### src/rtl/punc_pkg.sv
// Shared definitions for the PUnC LC3 control path: opcodes, FSM states,
// control-word layout and every datapath select encoding.
package punc_pkg;

    localparam int CTRL_W = 25;

    localparam logic [3:0] OP_BR   = 4'b0000;
    localparam logic [3:0] OP_ADD  = 4'b0001;
    localparam logic [3:0] OP_LD   = 4'b0010;
    localparam logic [3:0] OP_ST   = 4'b0011;
    localparam logic [3:0] OP_JSR  = 4'b0100;
    localparam logic [3:0] OP_AND  = 4'b0101;
    localparam logic [3:0] OP_LDR  = 4'b0110;
    localparam logic [3:0] OP_STR  = 4'b0111;
    localparam logic [3:0] OP_RSV8 = 4'b1000;
    localparam logic [3:0] OP_NOT  = 4'b1001;
    localparam logic [3:0] OP_LDI  = 4'b1010;
    localparam logic [3:0] OP_STI  = 4'b1011;
    localparam logic [3:0] OP_JMP  = 4'b1100;
    localparam logic [3:0] OP_RSVD = 4'b1101;
    localparam logic [3:0] OP_LEA  = 4'b1110;
    localparam logic [3:0] OP_TRAP = 4'b1111;

    typedef enum logic [2:0] {
        S_INIT,
        S_FETCH,
        S_DECODE,
        S_EXEC,
        S_EXEC2,
        S_HALT
    } state_t;

    localparam logic [1:0] MEM_R_ADDR_SEL_PC       = 2'd0;
    localparam logic [1:0] MEM_R_ADDR_SEL_PCOFF9   = 2'd1;
    localparam logic [1:0] MEM_R_ADDR_SEL_BASEOFF6 = 2'd2;
    localparam logic [1:0] MEM_R_ADDR_SEL_INDIRECT = 2'd3;

    localparam logic [1:0] MEM_W_ADDR_SEL_PCOFF9   = 2'd0;
    localparam logic [1:0] MEM_W_ADDR_SEL_BASEOFF6 = 2'd1;
    localparam logic [1:0] MEM_W_ADDR_SEL_INDIRECT = 2'd2;

    localparam logic [1:0] RF_W_DATA_SEL_ALU = 2'd0;
    localparam logic [1:0] RF_W_DATA_SEL_MEM = 2'd1;
    localparam logic [1:0] RF_W_DATA_SEL_PC  = 2'd2;
    localparam logic [1:0] RF_W_DATA_SEL_LEA = 2'd3;

    localparam logic       RF_W_ADDR_SEL_DR  = 1'b0;
    localparam logic       RF_W_ADDR_SEL_R7  = 1'b1;

    // Second read port address: SR2 for ALU ops, SR (ir[11:9]) for stores.
    localparam logic       RF_R1_ADDR_SEL_SR2 = 1'b0;
    localparam logic       RF_R1_ADDR_SEL_SR  = 1'b1;

    localparam logic [1:0] PC_LD_DATA_SEL_PCOFF9  = 2'd0;
    localparam logic [1:0] PC_LD_DATA_SEL_PCOFF11 = 2'd1;
    localparam logic [1:0] PC_LD_DATA_SEL_BASE    = 2'd2;

    localparam logic [1:0] ALU_FN_ADD  = 2'd0;
    localparam logic [1:0] ALU_FN_AND  = 2'd1;
    localparam logic [1:0] ALU_FN_NOT  = 2'd2;
    localparam logic [1:0] ALU_FN_PASS = 2'd3;

    localparam logic       COND_LD_DATA_SEL_ALU = 1'b0;
    localparam logic       COND_LD_DATA_SEL_RFW = 1'b1;

    // Field order fixes the bit offsets of the control word (MSB first).
    typedef struct packed {
        logic [2:0] spare;
        logic       pc_clr;
        logic       pc_inc;
        logic       pc_ld;
        logic [1:0] pc_ld_data_sel;
        logic       ir_ld;
        logic [1:0] mem_r_addr_sel;
        logic       ptr_ld;
        logic       mem_w_en;
        logic [1:0] mem_w_addr_sel;
        logic       rf_w_en;
        logic       rf_w_addr_sel;
        logic [1:0] rf_w_data_sel;
        logic       rf_r1_addr_sel;
        logic [1:0] alu_fn;
        logic       alu_imm;
        logic       cond_ld;
        logic       cond_ld_data_sel;
    } ctrl_t;

    function automatic logic is_indirect(input logic [3:0] op);
        return (op == OP_LDI) || (op == OP_STI);
    endfunction

endpackage

### src/rtl/punc_decode.sv
// Combinational control-word decode from FSM state, instruction and
// condition codes; holds no state of its own.
module punc_decode
    import punc_pkg::*;
(
    input  state_t      state_i,
    input  logic [15:0] ir_i,
    input  logic        n_i,
    input  logic        z_i,
    input  logic        p_i,
    output ctrl_t       ctrl_o
);

    logic [3:0] op;
    logic       br_take;
    logic       unused_ir;
    ctrl_t      c;

    assign op        = ir_i[15:12];
    assign br_take   = (ir_i[11] & n_i) | (ir_i[10] & z_i) | (ir_i[9] & p_i);
    assign unused_ir = ^{ir_i[8:6], ir_i[4:0]};

    always_comb begin
        // NOTE: the all-zero default ahead of the case keeps every field
        // assigned on every path, so no latch is inferred.
        c = '0;
        case (state_i)
            S_INIT: c.pc_clr = 1'b1;
            S_FETCH: begin
                c.mem_r_addr_sel = MEM_R_ADDR_SEL_PC;
                c.ir_ld          = 1'b1;
                c.pc_inc         = 1'b1;
            end
            S_EXEC: begin
                case (op)
                    OP_ADD, OP_AND: begin
                        c.alu_fn           = (op == OP_AND) ? ALU_FN_AND : ALU_FN_ADD;
                        c.alu_imm          = ir_i[5];
                        c.rf_w_en          = 1'b1;
                        c.rf_w_data_sel    = RF_W_DATA_SEL_ALU;
                        c.cond_ld          = 1'b1;
                        c.cond_ld_data_sel = COND_LD_DATA_SEL_ALU;
                    end
                    OP_NOT: begin
                        c.alu_fn           = ALU_FN_NOT;
                        c.rf_w_en          = 1'b1;
                        c.rf_w_data_sel    = RF_W_DATA_SEL_ALU;
                        c.cond_ld          = 1'b1;
                        c.cond_ld_data_sel = COND_LD_DATA_SEL_ALU;
                    end
                    OP_BR: begin
                        c.pc_ld          = br_take;
                        c.pc_ld_data_sel = PC_LD_DATA_SEL_PCOFF9;
                    end
                    OP_JMP: begin
                        c.pc_ld          = 1'b1;
                        c.pc_ld_data_sel = PC_LD_DATA_SEL_BASE;
                    end
                    OP_JSR: begin
                        // Link and jump share the cycle; PC still holds the return address.
                        c.rf_w_en        = 1'b1;
                        c.rf_w_addr_sel  = RF_W_ADDR_SEL_R7;
                        c.rf_w_data_sel  = RF_W_DATA_SEL_PC;
                        c.pc_ld          = 1'b1;
                        c.pc_ld_data_sel = ir_i[11] ? PC_LD_DATA_SEL_PCOFF11
                                                    : PC_LD_DATA_SEL_BASE;
                    end
                    OP_LD, OP_LDR: begin
                        c.mem_r_addr_sel   = (op == OP_LD) ? MEM_R_ADDR_SEL_PCOFF9
                                                           : MEM_R_ADDR_SEL_BASEOFF6;
                        c.rf_w_en          = 1'b1;
                        c.rf_w_data_sel    = RF_W_DATA_SEL_MEM;
                        c.cond_ld          = 1'b1;
                        c.cond_ld_data_sel = COND_LD_DATA_SEL_RFW;
                    end
                    OP_LEA: begin
                        c.rf_w_en          = 1'b1;
                        c.rf_w_data_sel    = RF_W_DATA_SEL_LEA;
                        c.cond_ld          = 1'b1;
                        c.cond_ld_data_sel = COND_LD_DATA_SEL_RFW;
                    end
                    OP_ST, OP_STR: begin
                        c.mem_w_en       = 1'b1;
                        c.mem_w_addr_sel = (op == OP_ST) ? MEM_W_ADDR_SEL_PCOFF9
                                                         : MEM_W_ADDR_SEL_BASEOFF6;
                        c.rf_r1_addr_sel = RF_R1_ADDR_SEL_SR;
                    end
                    OP_LDI, OP_STI: begin
                        c.mem_r_addr_sel = MEM_R_ADDR_SEL_PCOFF9;
                        c.ptr_ld         = 1'b1;
                    end
                    default: ;
                endcase
            end
            S_EXEC2: begin
                if (op == OP_LDI) begin
                    c.mem_r_addr_sel   = MEM_R_ADDR_SEL_INDIRECT;
                    c.rf_w_en          = 1'b1;
                    c.rf_w_data_sel    = RF_W_DATA_SEL_MEM;
                    c.cond_ld          = 1'b1;
                    c.cond_ld_data_sel = COND_LD_DATA_SEL_RFW;
                end else if (op == OP_STI) begin
                    c.mem_w_en       = 1'b1;
                    c.mem_w_addr_sel = MEM_W_ADDR_SEL_INDIRECT;
                    c.rf_r1_addr_sel = RF_R1_ADDR_SEL_SR;
                end
            end
            default: ;
        endcase
        ctrl_o = c;
    end

endmodule

### src/rtl/punc_control.sv
// PUnC multi-cycle control FSM. Define PUNC_ILLEGAL_TRAP_EN to halt on the
// reserved opcodes and expose the sticky illegal_op flag.
module punc_control
    import punc_pkg::*;
#(
    parameter logic [7:0] HALT_VEC = 8'h25
) (
    input  logic              clk,
    input  logic              rst,
    input  logic [15:0]       ir,
    input  logic              n,
    input  logic              z,
    input  logic              p,
    output logic [CTRL_W-1:0] ctrl,
    output logic              halted
`ifdef PUNC_ILLEGAL_TRAP_EN
    ,
    output logic              illegal_op
`endif
);

    state_t     state_q, state_d;
    logic       halted_q;
    logic [3:0] op;
    logic       trap_halt;
    logic       rsvd_halt;
    ctrl_t      ctrl_w;

    assign op        = ir[15:12];
    assign trap_halt = (op == OP_TRAP) && (ir[7:0] == HALT_VEC);

`ifdef PUNC_ILLEGAL_TRAP_EN
    assign rsvd_halt = (op == OP_RSV8) || (op == OP_RSVD);
`else
    assign rsvd_halt = 1'b0;
`endif

    always_comb begin
        state_d = state_q;
        case (state_q)
            S_INIT:   state_d = S_FETCH;
            S_FETCH:  state_d = S_DECODE;
            S_DECODE: state_d = S_EXEC;
            S_EXEC: begin
                if (is_indirect(op))             state_d = S_EXEC2;
                else if (trap_halt || rsvd_halt) state_d = S_HALT;
                else                             state_d = S_FETCH;
            end
            S_EXEC2:  state_d = S_FETCH;
            S_HALT:   state_d = S_HALT;
            default:  state_d = S_INIT;
        endcase
    end

    // NOTE: state registers use non-blocking assignments so every flop
    // samples the pre-edge values regardless of process ordering.
    always_ff @(posedge clk or negedge rst) begin
        if (!rst) begin
            state_q  <= S_INIT;
            halted_q <= 1'b0;
        end else begin
            state_q  <= state_d;
            halted_q <= (state_d == S_HALT);
        end
    end

    assign halted = halted_q;

`ifdef PUNC_ILLEGAL_TRAP_EN
    logic illegal_q;

    always_ff @(posedge clk or negedge rst) begin
        if (!rst) illegal_q <= 1'b0;
        else      illegal_q <= illegal_q | ((state_q == S_EXEC) && rsvd_halt);
    end

    assign illegal_op = illegal_q;
`endif

    punc_decode u_decode (
        .state_i (state_q),
        .ir_i    (ir),
        .n_i     (n),
        .z_i     (z),
        .p_i     (p),
        .ctrl_o  (ctrl_w)
    );

    assign ctrl = ctrl_w;

endmodule

### config.mk
export PLATFORM = sky130hd
export DESIGN_NAME = punc_control
export DESIGN_NICKNAME = d
export VERILOG_FILES = /design/src/rtl/punc_pkg.sv /design/src/rtl/punc_decode.sv /design/src/rtl/punc_control.sv
export SDC_FILE = /design/constraint.sdc
export NUM_CORES = 1
export LEC_CHECK = 0
export ABC_AREA = 0
export CAP_MARGIN = 20
export CORE_MARGIN = 3
export CORE_UTILIZATION = 33
export DETAILED_ROUTE_END_ITERATION = 7
export GPL_TIMING_DRIVEN = 0
export PLACE_DENSITY_LB_ADDON = 0.25
export SLEW_MARGIN = 20
export SYNTH_ARGS = -nofsm -noshare
export SYNTH_HDL_FRONTEND = slang
export SYNTH_SLANG_ARGS = --single-unit
### constraint.sdc
create_clock -name clk -period 2.4 [get_ports clk]
set_input_delay 0.6 -clock clk [delete_from_list [all_inputs] [get_ports clk]]
set_output_delay 0.6 -clock clk [all_outputs]
set_load 0.05 [all_outputs]
---- Word level (Yosys, flattened, before mapping) ----
Cells that the tools add are included.
Widths: inputs -> output; s select.
cells by class
  equal/unequal tests ..................... 20
  reduce and logical (&&, ||, !) cells .... 12
  muxes and demuxes ....................... 35
  bitwise logic cells ..................... 5
operators by type and width
  cell                count
  $eq 4x4->1 const B  6
  $mux 3              7
  $pmux 2 s2          5
  $eq 4x3->1 const B  4
  $mux 1              15
  $pmux 3 s5          1
  $reduce_or 2->1     5
  $eq 3x3->1 const B  3
  $pmux 3 s3          1
  $eq 4x2->1 const B  2
  $eq 8x6->1 const B  1
  $pmux 4 s2          1
  $reduce_or 7->1     1
  $eq 3x2->1 const B  2
  $mux 2              3
  $pmux 2 s3          1
  $pmux 3 s2          1
  $reduce_or 3->1     2
  $eq 4x1->1 const B  1
  $logic_not 4->1     1
  $and 1x1->1         3
  $eq 3x1->1 const B  1
  $logic_not 3->1     1
  $or 1x1->1          2
  other kinds (2)     2
storage, ports and cells
  register bits after elaboration ......... 4
  input bits .............................. 21
  output and inout port bits .............. 26

---- Logic depth before layout (Yosys ltp) ----
Gate-level depths: netlist of the first run.
  depth after elaboration ................. 6
  depth in mapped cells ................... 6
  depth with buffers taken out ............ 3

---- Hierarchy ----
A second synthesis of the first run with hierarchy kept.
second synthesis, totals
  cells, all modules ...................... 76
  area total of the unflattened synthesis .. 648.1 um^2
modules (own cells, without submodules)
  module        times used  cells each  area an instance (um^2)  seq. area each (um^2)
  punc_decode   1           56          405.4                    0.0
  punc_control  1           20          242.7                    100.1

---- Least setup slack after synthesis of the first run ----
No wires, ideal clock.
  path kind ............................... input to output
  from .................................... in ir[14]
  to ...................................... out ctrl[18]
  arrival time ............................ 3.392 ns
  buffers on the path ..................... 1
  path slack .............................. -1.592 ns
  stages on the path ...................... 3
  cell sequence ........................... buf_2 > nand4b_1 > a2111oi_0
between the ends
  longest elaborated chain between the ends .. 3
  elaborated cells on any way between the ends .. 5
  classes of those cells .................. eq/ne: 2; mux: 2; reduce/logical: 1
ends and longest elaborated chain
  what                                      RTL line            source
  from (decl)                               punc_control.sv:10  input logic [15:0] ir,
  $eq 4x3->1, or another cell as far along  punc_decode.sv:35   case (op)
  $pmux 3 s3 (*)                            punc_decode.sv:35
  $mux 3 (*)                                punc_decode.sv:27   case (state_i)
  to (decl)                                 punc_control.sv:14  output logic [CTRL_W-1:0] ctrl,
Every way passes the cells marked *; elsewhere a longest branch is shown, timed or not.

---- Worst setup path after layout of the first run ----
  from .................................... in ir[14]
  to ...................................... out ctrl[11]
between the ends
  longest elaborated chain between the ends .. 4
  elaborated cells on any way between the ends .. 5
  classes of those cells .................. eq/ne: 2; mux: 3
ends and longest elaborated chain
  what            RTL line            source
  $eq 4x4->1      punc_decode.sv:102  end else if (op == OP_STI) begin
  $mux 3          punc_decode.sv:102
  $mux 3 (*)      punc_decode.sv:96   if (op == OP_LDI) begin
  $pmux 4 s2 (*)  punc_decode.sv:27
Marks and branches as above.

==> impl_metrics.tcl, run 1 <==
set metrics [dict create \
    status "finished, violations left" \
    violations "negative setup slack" \
    register_area_sq_um 101.3 \
    fin_nets 155 \
    fin_ws_ns -0.005891 \
    yosysWarningCount 0 \
    synth-seq-area-share_pct 16.49 \
    leakage_nw 0.5935 \
    reg2reg_setup_slack_ns 0.74 \
    holdBufCountCts 0 \
    clkSinkCount 4 \
    worstReg2RegEnd "halted" \
    skew_ns 0.005027 \
    ys_seq_elements 4 \
    drtIter0Drc 18 \
    grt_max_degree 11 \
    place_inst 145 \
    synth_cell_types 39 \
    fmax_ghz 0.4156 \
    finalHoldViolCount 0 \
    cts_buffers 3 \
    numPortBuffers 40 \
    max_slew_margin_pct 65.91 \
    die_height_microns 48.88 \
    synthCells 79 \
    crit_type "input port to output pin" \
    postRouteAntennaNets 0 \
    worstMarginPinSlew_ns 0.5105 \
    cp_data_required_time_ns 1.80 \
    stdcell_count 156 \
    power_density_nw_per_um2 197.7 \
    vias 848 \
    setup_viol 2 \
    drc 0 \
    finalCritPeriodShare_pct 100.2 \
    avgSynthCellArea_sq_um 7.681 \
    dr.pass1.iters 4 \
    fill_cells 105 \
    fp.dieW_microns 48.88 \
    cts_max_level 1 \
    areaGrowthSynthToFinish_pct 121.4 \
    insertion_delay_ns 0.25 \
    post-place-ws_ns -1.352 \
    p_total_uw 265.6 \
    setup-tns-final_ns -0.007495 \
    cp_data_arrival_time_ns 1.81 \
    io_pins 47 \
    die-area_sq_um 2389 \
    drt-vias-per-instance 5.436 \
    crit_fanout 10 \
    placed_cell_area_sq_um 1176 \
    fin_crit_ns 2.406 \
    grt_pass1_wl_mm 3.836 \
    drv_cap 0 \
    routed_wl_mm 2.628 \
    track_usage_pct 20.00 \
    wire_per_inst_microns 16.85 \
    reg2reg_from "state_q[1]" \
    drv_slew 0 \
    num_antenna_cells 0 \
    multi_input_area_sq_um 596.8 \
    grt_pass1_vias 821 \
    endpoint_kind "output pin" \
    cts_tree "yes" \
    netlist_area_sq_um 606.8 \
    dp_hpwl_mm 1.630 \
    placementRows 14 \
    ir_drop_uv 133.5 \
    worstRegToRegCells 5 \
    hold_path_class "input port to async pin" \
    rsz0062_at_grt "true" \
    stdcell_area_sq_um 1344 \
    gp_congestion 0.8118 \
    drive_gt1_share_pct 56.06 \
    core-area_sq_um 1612 \
    clk_pin_slew_ns 0.05 \
    cts_buffer_depth 2 \
    start_util_pct 37.66 \
    cts_root_buffer "clkbuf_4" \
    antenna_found_initial 0 \
    crit_path_start_kind "input port" \
    overflow 0 \
]
## cell usage in the layout, fill, tap and decap left out, types with 2 or more instances in the layout
cell	netlist	layout
dfrtp_1	4	3
a21oi_1	6	2
nand4b_1	2	2
buf_2	2	3
buf_8	0	3
nor3_2	0	2
nand2b_4	0	3
clkdlybuf4s50_1	0	15
inv_1	2	2
clkdlybuf4s15_2	0	2
nand2_1	6	5
nand3b_4	2	2
clkbuf_4	0	6
dlygate4sd2_1	0	4
or4_4	1	2
a21oi_4	0	3
buf_6	2	13
nor3_1	5	3
o22ai_4	0	2
conb_1	1	3
nor2b_1	3	2
buf_4	5	13
nor2_1	7	6
## how the worst max path moves through the flow
stage / slack (ns) / from / endpoint
after floorplan: -0.28 / ir[14] / ctrl[18]
after global placement: -1.34 / ir[12] / ctrl[1]
after detailed placement: -1.35 / ir[12] / ctrl[1]
after CTS: -0.07 / state_q[1] / ctrl[12]
after global routing: -0.06 / state_q[0] / ctrl[20]
final: -0.006 / ir[14] / ctrl[11]
## report_power, final
group          internal (mW)  switching [mW]  total, mW
Sequential            0.0677               0     0.0677
Clock                 0.0565          0.0356     0.0921
Combinational         0.0544          0.0515      0.106
Total                  0.179          0.0870      0.266
## cells by family (layout without fill, tap and decap cells)
kind of cell / after synthesis / in the layout / share of synthesized area, %
AO/OA/AOI/OAI: 18 / 18 / 21.65
XOR/XNOR: 2 / 2 / 2.887
buffers and inverters: 14 / 65 / 14.64
flip-flops: 4 / 4 / 16.50
other: 1 / 3 / 0.6180
AND/OR/NAND/NOR: 40 / 40 / 43.71
## cell usage after synthesis (all sizes together)
cell type  n  area share, %
a211oi     1            2.1
or4        2            3.1
o21ai      1           0.82
o22a       1            1.6
clkbuf     3            1.9
nor4b      1            1.4
nand3      1           0.82
nor2       7            4.3
nand2      6            3.7
nor3b      1            1.2
or4b       1            1.6
nor3       5            4.1
o21a       1            1.2
a21boi     1            1.2
a21oi      6            4.9
o22ai      2            2.1
a222oi     1            1.6
nor2b      3            3.1
a211o      1            1.4
and3b      1            1.4
nand4b     2            2.9
a2111oi    1            1.4
dfrtp      4             16
xnor2      1            1.4
xor2       1            1.4
and2       2            2.3
a2bb2oi    1            1.4
conb       1           0.62
nand3b     3            8.5
buf        9             12
nand2b     4            4.1
o32a       1            1.6
inv        2            1.2
or3        1            1.0
## critical path: stages
cell      delay, ns
buf_6          0.12
nand2b_4       0.16
or3_4          0.38
buf_12         0.16
buf_4          0.14
nor2_4         0.11
buf_8          0.15
## final cells by class
type | instances | share of cell area [%]
inverter | 2 | 0.5587
timing repair buffer | 48 | 33.99
multi-input combinational | 63 | 44.41
clock buffer | 3 | 1.676
tap | 24 | 2.235
sequential | 4 | 7.542
buffer | 12 | 9.590
## layer usage
layer,share of wire (%),global-route usage [%],up-vias
met5,0,0,-
met4,4.9,9.479,0
met3,7.8,5.199,15
met2,52,37.10,56
met1,36,20.63,396
li1,-,-,381
## through the flow
step | hold slack [ns] | utilization [%]
final | 0.5642 | 83.39
after global placement | 0.5648 | 72.98
after global routing | 0.5602 | 83.39
after CTS | 0.5694 | 79.35
after detailed placement | 0.5877 | 72.98
after floorplan | 0.3044 | -
## flip-flops by register name (all words and copies together), names as in the netlist
register	count
halted	1
state_q	3
## what timing repair did
action                     4_1_cts  5_1_grt
setup endpoints to repair       21       17
pin swaps                        1        3
setup buffers                    2        5
cloned                           1        0
resized for setup              136       18
Power figures use the tool's default switching activity.
==> inputs of run 2 (changes only) <==
--- a/config.mk
+++ b/config.mk
@@ -5,8 +5,8 @@
 export SDC_FILE = /design/constraint.sdc
 export NUM_CORES = 1
 export LEC_CHECK = 0
-export ABC_AREA = 0
 export CAP_MARGIN = 20
+export CORE_ASPECT_RATIO = 0.75
 export CORE_MARGIN = 3
 export CORE_UTILIZATION = 33
 export DETAILED_ROUTE_END_ITERATION = 7
==> impl_metrics.tcl, run 2 (same netlist as run 1, synthesis figures left out) <==
set metrics [dict create \
    status "finished, violations left" \
    violations "negative setup slack" \
    ir_drop_uv 255.7 \
    die_height_microns 43.14 \
    grt_pass1_wl_mm 4.381 \
    register_area_sq_um 101.3 \
    placementRows 12 \
    setup_viol 4 \
    cts_tree "yes" \
    cp_data_arrival_time_ns 1.89 \
    worstRegToRegCells 6 \
    routed_wl_mm 3.130 \
    max_slew_margin_pct 64.53 \
    switching_share_pct 35.53 \
    crit_slowest_cell "dlygate4sd2_1" \
    fin_ws_ns -0.08821 \
    largest-register "state_q" \
    num_antenna_cells 0 \
    setup-tns-final_ns -0.2290 \
    crit_path_max_incr_delay_ns 0.61 \
    overflow 0 \
    clk_pin_slew_ns 0.05 \
    io_pins 47 \
    largest_register_ffs 3 \
    cp_data_required_time_ns 1.80 \
    fin_crit_ns 2.488 \
    cts_root_buffer "clkbuf_4" \
    crit_fanout 9 \
    stdcell_count 159 \
    grt_pass1_vias 866 \
    rsz0062_at_grt "true" \
    postRouteAntennaNets 0 \
    fp.dieW_microns 55.52 \
    crit_path_start_kind "register" \
    p_switching_uw 100.0 \
    p_total_uw 281.5 \
    core-area_sq_um 1607 \
    path_cells "buf_2 > inv_1 > nor3_1 > dlygate4sd2_1" \
    drive_gt1_share_pct 59.42 \
    fin_nets 161 \
    vias 946 \
    skew_ns 0.01025 \
    finalHoldViolCount 0 \
    clkSinkCount 4 \
    leakage_nw 0.6322 \
    hold_path_class "input port to async pin" \
    whs_ns 0.5536 \
    finalCritPeriodShare_pct 103.7 \
    p_clk_share_pct 36.5 \
    antenna_found_initial 0 \
    dr.pass1.iters 4 \
    drc 0 \
    endpoint_kind "output pin" \
    place_inst 142 \
    fmax_ghz 0.4019 \
    final_common_cell "buf_4" \
    pwr-share-comb_pct 39.4 \
    gp_congestion 0.7223 \
    p_int_uw 181.5 \
    drtIter0Drc 44 \
    drt-vias-per-instance 5.950 \
    track_usage_pct 23.96 \
    pwr-share-seq_pct 24.0 \
    start_util_pct 37.77 \
    crit_type "register to output pin" \
    power_density_nw_per_um2 203.4 \
    insertion_delay_ns 0.27 \
    areaGrowthSynthToFinish_pct 128.0 \
    die-area_sq_um 2395 \
    holdBufCountCts 0 \
    dp_hpwl_mm 1.685 \
    wire_per_inst_microns 19.69 \
    final_cell_mix "buf_4 (18), buf_6 (14), clkdlybuf4s50_1 (14)" \
    drv_slew 0 \
    numPortBuffers 40 \
    cts_buffer_depth 2 \
    grt_max_degree 11 \
    cts_buffers 3 \
    fill_cells 71 \
    drv_cap 0 \
    worstMarginPinSlew_ns 0.5342 \
    multi_input_area_sq_um 614.3 \
    cts_max_level 1 \
    post-place-ws_ns -1.378 \
]
-- run 2: path summary, 6_finish.rpt --
| path | start | endpoint | slack [ns] |
|---|---|---|---|
| max in group asynchronous | rst | state_q[2] | 1.62 |
| worst min register to register | state_q[2] | state_q[1] | 0.58 |
| worst max-delay path | state_q[0] | ctrl[16] | -0.09 |
| min in group clk | state_q[2] | state_q[1] | 0.58 |
| worst min-delay path | rst | state_q[1] | 0.55 |
| worst max register to register | state_q[1] | halted | 0.58 |
-- run 2: layer usage --
metal | vias to the layer above | routed length (microns) | track usage [%]
met5 | - | 0 | 0
met4 | 0 | 155 | 10.19
met3 | 18 | 350 | 7.903
met2 | 87 | 1470 | 40.09
met1 | 441 | 1154 | 28.01
li1 | 400 | - | -
-- run 2: timing repair --
item | CTS | global route
resized for setup | 133 | 30
gates cloned | 2 | 1
pin swaps | 2 | 6
setup endpoints to repair | 21 | 18
buffers inserted | 2 | 9
-- run 2: power by group through the flow --
stage / combinational, mW / sequential (mW) / clock, mW
after global routing: 0.117 / 0.0676 / 0.105
after floorplan: 0.0511 / 0.0687 / 0
final: 0.111 / 0.0676 / 0.103
after CTS: 0.102 / 0.0678 / 0.0916
after global placement: 0.0857 / 0.0687 / 0
after detailed placement: 0.0885 / 0.0687 / 0
-- run 2: layout make-up --
| type | count | share of cell area [%] |
|---|---|---|
| timing repair buffer | 54 | 34.99 |
| clock buffer | 3 | 1.627 |
| multi-input combinational | 63 | 44.39 |
| sequential | 4 | 7.324 |
| buffer | 12 | 9.222 |
| tap | 21 | 1.899 |
| inverter | 2 | 0.5425 |
-- run 2: worst max-delay path, delay by kind of cell, from the launching register on --
| kind | cells | cell delay (ns) |
|---|---|---|
| buffers and inverters | 3 | 0.98 |
| flip-flops | 1 | 0.33 |
| AND/OR/NAND/NOR | 1 | 0.30 |
-- run 2: metrics by stage --
stage	cell area (sq um)	util (%)
5_1_grt	1384	86.14
3_5_place_dp	1172	72.98
6_report	1384	86.14
3_3_place_gp	1172	72.98
4_1_cts	1275	79.36
2_1_floorplan	745.7	-
==> inputs of run 3 (changes only) <==
--- a/config.mk
+++ b/config.mk
@@ -5,6 +5,7 @@
 export SDC_FILE = /design/constraint.sdc
 export NUM_CORES = 1
 export LEC_CHECK = 0
+export ABC_CLOCK_PERIOD_IN_PS = 2400
 export CAP_MARGIN = 20
 export CORE_ASPECT_RATIO = 0.75
 export CORE_MARGIN = 3
@@ -16,3 +17,4 @@
 export SYNTH_ARGS = -nofsm -noshare
 export SYNTH_HDL_FRONTEND = slang
 export SYNTH_SLANG_ARGS = --single-unit
+export TNS_END_PERCENT = 100
==> results of run 3 <==
No change in the layout: final DEF, timing and power equal those of run 2.
